## src/rtl/vga_timing_pkg.sv

```systemverilog
// Shared types and constants for the VGA raster timing generator.
// The region enum, the 640x480@60 defaults, counter widths and the debug struct live here.
package vga_timing_pkg;

  typedef enum logic [1:0] {
    ACTIVE = 2'd0,
    FRONT  = 2'd1,
    SYNC   = 2'd2,
    BACK   = 2'd3
  } region_t;

  localparam int H_W = 12;
  localparam int V_W = 11;

  localparam int DEF_H_ACTIVE = 640;
  localparam int DEF_H_FP     = 16;
  localparam int DEF_H_SYNC   = 96;
  localparam int DEF_H_BP     = 48;
  localparam int DEF_V_ACTIVE = 480;
  localparam int DEF_V_FP     = 10;
  localparam int DEF_V_SYNC   = 2;
  localparam int DEF_V_BP     = 33;

  // Live view of both region FSMs and the wrap strobes for checkers.
  typedef struct packed {
    region_t h_region;
    region_t v_region;
    logic    line_end;
    logic    frame_end;
  } vga_dbg_t;

endpackage

```

## src/rtl/vga_axis_counter.sv

```systemverilog
// One raster axis: a wrapping position counter plus the region FSM that follows it.
// wrap is high while the count sits on its last position, so a step there returns it to 0.
module vga_axis_counter
  import vga_timing_pkg::*;
#(
  parameter int ACTIVE_LEN = 640,
  parameter int FP_LEN     = 16,
  parameter int SYNC_LEN   = 96,
  parameter int BP_LEN     = 48,
  parameter int W          = 12
) (
  input  logic         CLK,
  input  logic         RESET,
  input  logic         step,
  output logic [W-1:0] cnt,
  output region_t      region,
  output logic         wrap
);

  localparam int TOTAL = ACTIVE_LEN + FP_LEN + SYNC_LEN + BP_LEN;

  localparam logic [W-1:0] END_ACTIVE = W'(ACTIVE_LEN - 1);
  localparam logic [W-1:0] END_FP     = W'(ACTIVE_LEN + FP_LEN - 1);
  localparam logic [W-1:0] END_SYNC   = W'(ACTIVE_LEN + FP_LEN + SYNC_LEN - 1);
  localparam logic [W-1:0] LAST       = W'(TOTAL - 1);

  region_t region_q;
  region_t region_d;

  assign wrap   = (cnt == LAST);
  assign region = region_q;

  always_ff @(posedge CLK or posedge RESET) begin
    if (RESET) begin
      cnt <= '0;
    end else if (step) begin
      cnt <= wrap ? '0 : cnt + 1'b1;
    end
  end

  always_ff @(posedge CLK or posedge RESET) begin
    if (RESET) begin
      region_q <= ACTIVE;
    end else begin
      region_q <= region_d;
    end
  end

  // Each region is left on the step taken from its final position.
  always_comb begin
    region_d = region_q;
    if (step) begin
      case (region_q)
        ACTIVE:  if (cnt == END_ACTIVE) region_d = FRONT;
        FRONT:   if (cnt == END_FP)     region_d = SYNC;
        SYNC:    if (cnt == END_SYNC)   region_d = BACK;
        BACK:    if (cnt == LAST)       region_d = ACTIVE;
        default: region_d = ACTIVE;
      endcase
    end
  end

endmodule

```

## src/rtl/vga_timing_gen.sv

```systemverilog
// VGA raster timing: registered active-low Hsync/Vsync, DE and a start-of-frame pulse.
// Defining VGA_TIMING_COORD_EN adds X/Y pixel coordinates registered alongside DE.
module vga_timing_gen
  import vga_timing_pkg::*;
#(
  parameter int H_ACTIVE = DEF_H_ACTIVE,
  parameter int H_FP     = DEF_H_FP,
  parameter int H_SYNC   = DEF_H_SYNC,
  parameter int H_BP     = DEF_H_BP,
  parameter int V_ACTIVE = DEF_V_ACTIVE,
  parameter int V_FP     = DEF_V_FP,
  parameter int V_SYNC   = DEF_V_SYNC,
  parameter int V_BP     = DEF_V_BP
) (
  input  logic           CLK,
  input  logic           RESET,
  input  logic           EN,
  output logic           Hsync,
  output logic           Vsync,
  output logic           DE,
`ifdef VGA_TIMING_COORD_EN
  output logic [H_W-1:0] X,
  output logic [V_W-1:0] Y,
`endif
  output logic           SOF,
  output vga_dbg_t       dbg
);

  logic [H_W-1:0] h;
  logic [V_W-1:0] v;
  region_t        h_region;
  region_t        v_region;
  logic           h_wrap;
  logic           v_wrap;
  logic           visible;

  vga_axis_counter #(
    .ACTIVE_LEN(H_ACTIVE), .FP_LEN(H_FP), .SYNC_LEN(H_SYNC), .BP_LEN(H_BP), .W(H_W)
  ) u_h (
    .CLK(CLK), .RESET(RESET), .step(EN),
    .cnt(h), .region(h_region), .wrap(h_wrap)
  );

  vga_axis_counter #(
    .ACTIVE_LEN(V_ACTIVE), .FP_LEN(V_FP), .SYNC_LEN(V_SYNC), .BP_LEN(V_BP), .W(V_W)
  ) u_v (
    .CLK(CLK), .RESET(RESET), .step(EN & h_wrap),
    .cnt(v), .region(v_region), .wrap(v_wrap)
  );

  assign visible = (h_region == ACTIVE) && (v_region == ACTIVE);

  assign dbg.h_region  = h_region;
  assign dbg.v_region  = v_region;
  assign dbg.line_end  = h_wrap;
  assign dbg.frame_end = h_wrap & v_wrap;

  // Outputs describe the pixel the counters held before this edge's increment.
  always_ff @(posedge CLK or posedge RESET) begin
    if (RESET) begin
      Hsync <= 1'b1;
      Vsync <= 1'b1;
      DE    <= 1'b0;
      SOF   <= 1'b0;
    end else if (EN) begin
      Hsync <= (h_region != SYNC);
      Vsync <= (v_region != SYNC);
      DE    <= visible;
      SOF   <= (h == '0) && (v == '0);
    end
  end

`ifdef VGA_TIMING_COORD_EN
  // Coordinates only move on visible pixels, so blanking shows the last one.
  always_ff @(posedge CLK or posedge RESET) begin
    if (RESET) begin
      X <= '0;
      Y <= '0;
    end else if (EN && visible) begin
      X <= h;
      Y <= v;
    end
  end
`endif

endmodule

```

## config.mk

```make
export PLATFORM = sky130hd
export DESIGN_NAME = vga_timing_gen
export DESIGN_NICKNAME = d
export VERILOG_FILES = /design/src/rtl/vga_timing_pkg.sv /design/src/rtl/vga_axis_counter.sv /design/src/rtl/vga_timing_gen.sv
export SDC_FILE = /design/constraint.sdc
export NUM_CORES = 1
export LEC_CHECK = 0
export CORE_MARGIN = 2
export CORE_UTILIZATION = 52
export DETAILED_ROUTE_END_ITERATION = 16
export HOLD_SLACK_MARGIN = 0.05
export PLACE_DENSITY = 0.75
export SETUP_SLACK_MARGIN = 0.4
export SLEW_MARGIN = 40
export SYNTH_ARGS = -nofsm -noshare
export SYNTH_HDL_FRONTEND = slang
export SYNTH_SLANG_ARGS = --single-unit
export TNS_END_PERCENT = 50
```

## constraint.sdc

```tcl
create_clock -name CLK -period 2.3 [get_ports CLK]
set_input_delay 0.46 -clock CLK [delete_from_list [all_inputs] [get_ports CLK]]
set_output_delay 0.46 -clock CLK [all_outputs]
set_load 0.005 [all_outputs]
```

Word level (Yosys, flattened, before mapping)
Cells that the tools add are included.
{"block": "word_totals", "ff_bits": 31, "out_inout_bits": 10, "elab_cells": 56}
{"block": "op_classes", "bitwise": 2, "eq_ne": 24, "muxes": 12, "addsub": 2, "reduce_logical": 8}
{"cell": "equality test 12 x 10 -> 1 bit, second input constant", "n": 4}
{"cell": "equality test 11 x 9 -> 1 bit, second input constant", "n": 3}
{"cell": "two-way mux 2 bit", "n": 8}
{"cell": "case mux 2 bit (4 select lines)", "n": 2}
{"cell": "!= test 2 x 1 -> 1 bit, second input constant", "n": 7}
{"cell": "adder 12 x 1 -> 12 bit, second input constant", "n": 1}
{"cell": "logical NOT 12 bit", "n": 1}
{"cell": "two-way mux 12 bit", "n": 1}
{"cell": "adder 11 x 1 -> 11 bit, second input constant", "n": 1}
{"cell": "equality test 11 x 10 -> 1 bit, second input constant", "n": 1}
{"cell": "logical NOT 11 bit", "n": 1}
{"cell": "two-way mux 11 bit", "n": 1}
{"cell": "AND reduction 5 bit", "n": 2}
{"cell": "equality test 2 bit, second input constant", "n": 4}
{"cell": "!= test 2 bit, second input constant", "n": 3}
{"cell": "equality test 2 x 1 -> 1 bit, second input constant", "n": 2}
{"cell": "logical NOT 2 bit", "n": 2}
{"cell": "AND 1 bit", "n": 2}
{"cell": "logical AND 1 bit", "n": 2}

Depth between registers and ports, before layout
Gate-level depths: netlist of run 1.
{"block": "logic_depth", "word_depth": 3, "depth_mapped": 7, "ltp_nobuf": 7}

Modules after synthesis
Synthesis of run 1 repeated with hierarchy kept, for this count alone.
{"block": "unflattened", "hier_cells": 185, "hier_area_um2": 1935.6}
{"module": "vga_axis_counter at u_h", "area_each_um2": 842.1, "instances": 1, "cells_each": 78, "seq_area_each_um2": 350.3}
{"module": "vga_axis_counter at u_v", "area_each_um2": 822.0, "instances": 1, "cells_each": 80, "seq_area_each_um2": 325.3}
{"module": "vga_timing_gen", "area_each_um2": 271.5, "instances": 1, "cells_each": 27, "seq_area_each_um2": 102.6}

Worst setup path before layout of run 1
No wires, ideal clock.
{"block": "synth_timing", "path_type": "flip-flop to flip-flop", "from": "register u_v.cnt[0]", "to": "register u_v.region_q[1], in the netlist u_v.region[1]", "t_arrival_ns": 2.133, "slack_ns": 0.039, "stages_incl_launch_ff": 8, "cell_sequence": "dfrtp_1 inv_1 ha_1 or4b_4 nor3_2 o211ai_1 a2111o_1 mux2_1"}
{"block": "synth_via", "elab_chain_len": 3, "word_cells_on_any_way": 9, "classes_between": "eq/ne (8); reduce/logical (1)"}
{"element": "start: declaration", "line": "vga_axis_counter.sv:15", "source": "output logic [W-1:0] cnt,"}
{"element": "start signal: assignment", "line": "vga_axis_counter.sv:37", "source": "cnt <= wrap ? '0 : cnt + 1'b1;"}
{"element": "equality test 11 x 10 -> 1 bit (tied with other cells)", "line": "vga_axis_counter.sv:57", "source": "BACK: if (cnt == LAST) region_d = ACTIVE;"}
{"element": "!= test 2 x 1 -> 1 bit (no line)"}
{"element": "AND reduction 5 bit (no line) *"}
{"element": "end signal: assignment", "line": "vga_axis_counter.sv:45", "source": "region_q <= region_d;"}
{"element": "end: declaration", "line": "vga_axis_counter.sv:27", "source": "region_t region_q;"}
Every way passes the cells marked *; elsewhere a longest branch is shown, timed or not.
A chain may end at the register's enable or synchronous reset.

==> flow_summary.ini, run 1 <==
[timing]
fin_ws_ns = -0.1056
setup_viol = 2
worst_pin_slew_ns = 0.5273
grt_setup_unrepaired = true
max_freq_mhz = 415.7
final_max_slew_viol_count = 0
period_share = 1.046
hold_viol_final = 0
finalCriticalPeriod_ns = 2.406
relSlewSlack = 0.6481
finalClockSkew_ns = 0.01023

[logic_synthesis]
synth_area_leaders = dfrtp_1 40%, ha_1 9.0%, o21ai_0 4.4%, inv_1 3.9%, nand3_1 3.9%
synthDominantCellAreaShare = 0.4014
synth_cells = 190
yosys_warnings = 0
yosysSeqAreaShare = 0.4304
synth_nets = 206
synth_edf_count = 0
synth_cell_type_count = 47
syn_area_per_cell_um2 = 9.516
syn-cell-area_um2 = 1808
ys_async_sr_fraction = 1.000
synth_ff_type = dfrtp_1
yosys.area.top_type = dfrtp_1
synth_seq_cells = 31

[placement]
hpwl_um = 3191
gp_congestion = 0.9340
io_buffers = 12
place_area_um2 = 2196

[global_route]
grt_max_degree = 21
grt_pass1_vias = 1635
grt_antenna_before_repair = 0
overflow = 0
groute.usage.overall = 0.2398
grt_pass1_wl_um = 7355

[cts]
clock_path_buffers = 2
cts_tree = built
clk_pin_slew_ns = 0.09
clk_latency_ns = 0.35
cts.sinks = 31
cts-root-buf = clkbuf_4
ctsHoldBuffers = 0
cts_made_buffers = 5
htree_num_levels = 2

[drt]
drc = 0
postRouteAntennaNets = 0
drtIter0Drc = 164
vias_per_cell = 5.734
num_vias = 1657
avgRoutedWirePerCell_um = 16.55
drt_wl_total_um = 4782
drtPass1Iterations = 4

[layout]
fin_util = 0.7240
drive_above_1_share = 0.2840
final_nets = 258
final_cell_mix = 30 x buf_4, 29 x dfrtp_1, 16 x inv_1, 13 x nand2_1, 13 x ha_1
layout_commonest_cell = buf_4
antenna_cells = 0
area_growth_pct = 33.63
stdcell_area_um2 = 2416

[floorplanning]
core_area_um2 = 3337
start_util = 0.5418
die_h_um = 62.97
dieArea_um2 = 3965
die_x_um = 62.97
row_count = 21
ioPinCount = 13

[worst_setup_path]
path_max_fanout = 2
critPathMaxStageDelay_ns = 0.45
cp_data_required_time_ns = 1.84
slowest_stage = or4b_4
startpoint = u_v.cnt[0]$_DFFE_PP0P_
end_kind = output pin
path_class = reg -> out
cp-start-kind = flip-flop
reg2reg_from = u_h.cnt[10]$_DFFE_PP0P_
cp.arrival_ns = 1.95
crit_chain = inv_2 -> ha_1 -> or4b_4 -> or3_4 -> nor2_4 -> buf_2

[run]
cap_violations = 0

[power_and_ir_drop]
cellPowerDensity_nw_per_um2 = 510.4
p_leak_nw = 1.120
p_total_mw = 1.233
peakVddDrop_uv = 311.4

[status]
status = complete, but fails checks
violations = setup timing

[hold_path]
hp-class = in -> async
==> state kept, by name, summed over array words and instances (netlist names) <==
name and cells:
DE 1, Hsync 1, SOF 1, Vsync 1
u_h.cnt 12, u_h.region 2, u_v.cnt 11, u_v.region 2
==> kinds of logic after synthesis <==
group / Yosys count / share of synthesized area
multiplexers: 3 / 0.02007
XOR/XNOR: 12 / 0.05813
AND/OR/NAND/NOR: 73 / 0.2305
flip-flops: 31 / 0.4305
buffers and inverters: 23 / 0.04983
adder cells (fa/ha/maj): 13 / 0.08997
AO/OA/AOI/OAI: 35 / 0.1211
==> cell type report <==
cell class	instances	area [um2]
fillers	252	920.9
inverters	19	73.82
well taps	46	57.56
repair buffers	49	429.2
multi-input cells	136	1008
flip-flops and latches	31	778.2
clock buffers	8	68.82
==> critical path: cells and delay by family, from the launching register on <==
kind	cells	cell delay (ns)
buffers and inverters	2	0.17
AND/OR/NAND/NOR	3	0.90
flip-flops	1	0.40
adder cells (fa/ha/maj)	1	0.13
==> final timing paths <==
kind	endpoint	slack [ns]	depth (start not counted)
min in group CLK	Hsync$_DFFE_PP1P_	0.51	2
worst max register to register	u_h.region[1]$_DFFE_PP0P_	-0.05	7
worst min-delay path	u_v.cnt[10]$_DFFE_PP0P_	0.46	2
max in group asynchronous	Vsync$_DFFE_PP1P_	1.27	3
worst min register to register	Hsync$_DFFE_PP1P_	0.51	2
worst max-delay path	dbg[0]	-0.11	6
==> cells in the mapped netlist (2+ instances only) <==
| cell type | count |
|---|---|
| nor4_1 | 4 |
| a21oi_1 | 5 |
| inv_1 | 19 |
| nand4_1 | 4 |
| nor3_1 | 5 |
| o22ai_1 | 2 |
| or3_1 | 3 |
| ha_1 | 13 |
| nor2_1 | 11 |
| nand3_1 | 14 |
| xnor2_1 | 7 |
| dfrtp_1 | 29 |
| o21ai_0 | 16 |
| o31ai_1 | 2 |
| and3_1 | 3 |
| xor2_1 | 5 |
| nand2_1 | 14 |
| dfstp_2 | 2 |
| a2111o_1 | 2 |
| clkbuf_1 | 3 |
==> metal layers <==
metal,routed length (um),GRT usage,part of all wire
met3,229,0.07027,0.048
met1,1884,0.2829,0.39
met5,0,0,0
met4,114,0.08611,0.024
met2,2554,0.4122,0.53
==> through the flow <==
| step | hold WS [ns] | TNS, ns | setup WS (ns) | instances |
|---|---|---|---|---|
| 6_report | 0.4622 | -0.1549 | -0.1056 | 289 |
| 5_1_grt | 0.4940 | -0.5131 | -0.1932 | 289 |
| 4_1_cts | 0.4521 | -0.2601 | -0.1252 | 283 |
| 3_5_place_dp | 0.4831 | -0.1491 | -0.1491 | 271 |
| 3_3_place_gp | 0.4776 | -0.09260 | -0.09260 | 271 |
| 2_1_floorplan | 0.4697 | 0 | 0.1662 | 190 |
==> report_power, final <==
group / leakage, nW / internal (mW) / switching [mW] / total, mW
clock: 0.0386 / 0.180 / 0.190 / 0.369
sequential: 0.395 / 0.594 / 0.0602 / 0.654
combinational: 0.686 / 0.0976 / 0.112 / 0.210
total: 1.12 / 0.871 / 0.362 / 1.23
==> what timing repair did <==
item                                    CTS  global route
resized for setup                        20            18
endpoints found under the setup margin   13            19
pin swaps                                 6             7
setup buffers                             4             6
Power figures use the tool's default switching activity.
==> run 2: changes to the inputs <==
ABC_AREA = 1   (was default)
CORE_UTILIZATION = 53   (was 52)
CTS_BUF_LIST = sky130_fd_sc_hd__clkbuf_8 sky130_fd_sc_hd__clkbuf_16   (was default)
CTS_CLUSTER_DIAMETER = 200   (was default)
==> run 2 against run 1 <==
Compared with the run above:
- highest routed layer unchanged
- hold slack improved by 0.029 ns
- synthesized cell count is 39% higher
- critical path depth is the same
- clock skew is 0.0071 ns lower
- global-route usage increased by 0.66 points
- final cell count rose by 21%
- the flow now finishes without violations
==> flow_summary.ini, run 2 <==
[logic_synthesis]
syn_area_per_cell_um2 = 7.659
synth_cells = 264
yosysSeqAreaShare = 0.3849
synth_area_leaders = dfrtp_1 36%, nand2_1 11%, ha_1 8.0%, inv_1 6.7%, nand3_1 6.4%
yosys.area.top_type = dfrtp_1
synth_cell_type_count = 29
synth_edf_count = 0
yosys_warnings = 0
synthDominantCellAreaShare = 0.3589
ys_async_sr_fraction = 1.000
synth_commonest_cells = 57 x nand2_1, 36 x inv_1, 29 x dfrtp_1
synth_ff_type = dfrtp_1
synth_nets = 280
synth_seq_cells = 31
yosysMostFrequentCell = nand2_1
syn-cell-area_um2 = 2022

[layout]
area_growth_pct = 23.27
fillers = 305
layout_commonest_cell = nand2_1
fin_util = 0.6808
top_register = u_h.cnt
drive_above_1_share = 0.2226
final_cell_mix = 54 x nand2_1, 33 x inv_1, 26 x dfrtp_1, 26 x nand3_1, 24 x nor2_1
final_nets = 316
reg_top3 = u_h.cnt x12, u_v.cnt x11
fin_cells = 349
antenna_cells = 0
stdcell_area_um2 = 2492
largest_reg_flops = 12

[timing]
relSlewSlack = 0.7370
holdWs_ns = 0.4909
hold_viol_final = 0
tns_ns = 0
worst_pin_slew_ns = 0.3945
finalClockSkew_ns = 0.003120
fin_ws_ns = 0.4410
final_max_slew_viol_count = 0
setup_viol = 0
finalCriticalPeriod_ns = 1.859
grt_setup_unrepaired = true
period_share = 0.8083
max_freq_mhz = 537.9

[placement]
pre_cts_ws_ns = 0.1604
hpwl_um = 3167
io_buffers = 12
place_area_um2 = 2222
gp_congestion = 0.8686
dp.cells = 327

[global_route]
groute.usage.overall = 0.2464
grt_pass1_vias = 1775
grt_max_degree = 32
grt_antenna_before_repair = 0
grt_pass1_wl_um = 7955
overflow = 0

[cts]
cts_tree = built
ctsHoldBuffers = 0
cts-root-buf = clkbuf_8
cts_made_buffers = 5
clk_latency_ns = 0.28
clock_path_buffers = 2
htree_num_levels = 2
clk_pin_slew_ns = 0.07
cts.sinks = 31

[worst_setup_path]
cp-start-kind = flip-flop
r2r-end = u_v.region[1]$_DFFE_PP0P_
crit_chain = ha_4 -> nand2_4 -> nor2_8 -> nand3_4 -> nor4_4 -> buf_2
crit_buf_inv = 1
path_max_fanout = 2
r2r_slack_ns = 0.59
rr_worst_depth = 11
critPathMaxStageDelay_ns = 0.41
end_kind = output pin
reg2reg_from = u_v.cnt[0]$_DFFE_PP0P_
critPathTopFamily = flip-flops
path_class = reg -> out
slowest_stage = dfrtp_1
cp.arrival_ns = 1.40
cp_data_required_time_ns = 1.84

[floorplanning]
die_h_um = 65.77
core_area_um2 = 3661
dieArea_um2 = 4325
die_x_um = 65.77
ioPinCount = 13
row_count = 22
start_util = 0.5523

[drt]
avgRoutedWirePerCell_um = 13.43
drt_wl_total_um = 4687
vias_per_cell = 5.315
drtIter0Drc = 79
drc = 0
num_vias = 1855
postRouteAntennaNets = 0
drtPass1Iterations = 4

[status]
status = finished clean

[power_and_ir_drop]
cellPowerDensity_nw_per_um2 = 602.7
p_leak_nw = 1.192
p_total_mw = 1.502
peakVddDrop_uv = 535.9

[hold_path]
min_path_cells = 2
whs_endpoint = DE$_DFFE_PP0P_
hp-class = reg -> reg
hp-start = DE$_DFFE_PP0P_

[run]
cap_violations = 0
run 2: cell types whose count changed in the layout (fill, tap and decap cells not counted), moves of 6 or more:
cell     change
nand2_1     +41
inv_1       +17
nand3_1     +14
nor2_1      +14
o21ai_0     +11
buf_4        -8
buf_6        -6
nor2_2       +6
xnor2_1      -6
run 2: repair_timing:
action,CTS,global route
cloned,0,0
resized for setup,16,14
setup buffers,12,2
endpoints found under the setup margin,2,7
pin swaps,7,4
hold endpoints to repair,0,0
run 2: power breakdown:
group          switching [mW]  internal (mW)  total (mW)
clock network           0.206          0.269       0.475
logic                   0.197          0.144       0.341
registers              0.0775          0.609       0.686
total                   0.481           1.02        1.50
run 2: kinds of logic after synthesis:
| family | share of synthesized area |
|---|---|
| compound gates | 0.06250 |
| xor+xnor | 0.03465 |
| fa+ha+maj | 0.08045 |
| buf+inv | 0.09591 |
| flops | 0.3849 |
| simple gates | 0.3416 |
run 2: worst max path at each step:
stage          endpoint                   start  depth (start not counted)
2_1_floorplan    dbg[0]  u_h.cnt[0]$_DFFE_PP0P_                          5
3_3_place_gp     dbg[0]  u_h.cnt[0]$_DFFE_PP0P_                          6
3_5_place_dp     dbg[0]  u_h.cnt[0]$_DFFE_PP0P_                          6
4_1_cts          dbg[0]  u_h.cnt[1]$_DFFE_PP0P_                          6
5_1_grt          dbg[0]  u_h.cnt[0]$_DFFE_PP0P_                          6
6_report         dbg[0]  u_h.cnt[0]$_DFFE_PP0P_                          6
run 2: per-layer routing:
layer	part of all wire	track usage	wire length [um]	vias to the layer above
li1	-	-	-	917
met1	0.47	0.3322	2206	864
met2	0.45	0.3763	2110	61
met3	0.057	0.04452	268	13
met4	0.022	0.1302	102	0
met5	0	0	0	-
run 2: layout make-up:
cell class                 instances  area (um2)  share of cell area
multi-input combinational        188        1115              0.4473
timing repair buffer              35       289.0              0.1160
tap                               48       60.06             0.02410
sequential                        31       782.0              0.3138
clock inverter                     1       3.754            0.001506
inverter                          39       146.4             0.05873
clock buffer                       7       96.34             0.03865
run 2: worst register-to-register path, cell delays in order, from the launching register on:
cell and delay (ns):
dfrtp_1 0.37, buf_4 0.15, ha_1 0.24, inv_1 0.13, nor2_4 0.16, nand3_1 0.09
nand2_1 0.07, nand2_1 0.06, nor2_2 0.14, nand2_1 0.09, nand2_1 0.07, nand2_1 0.04
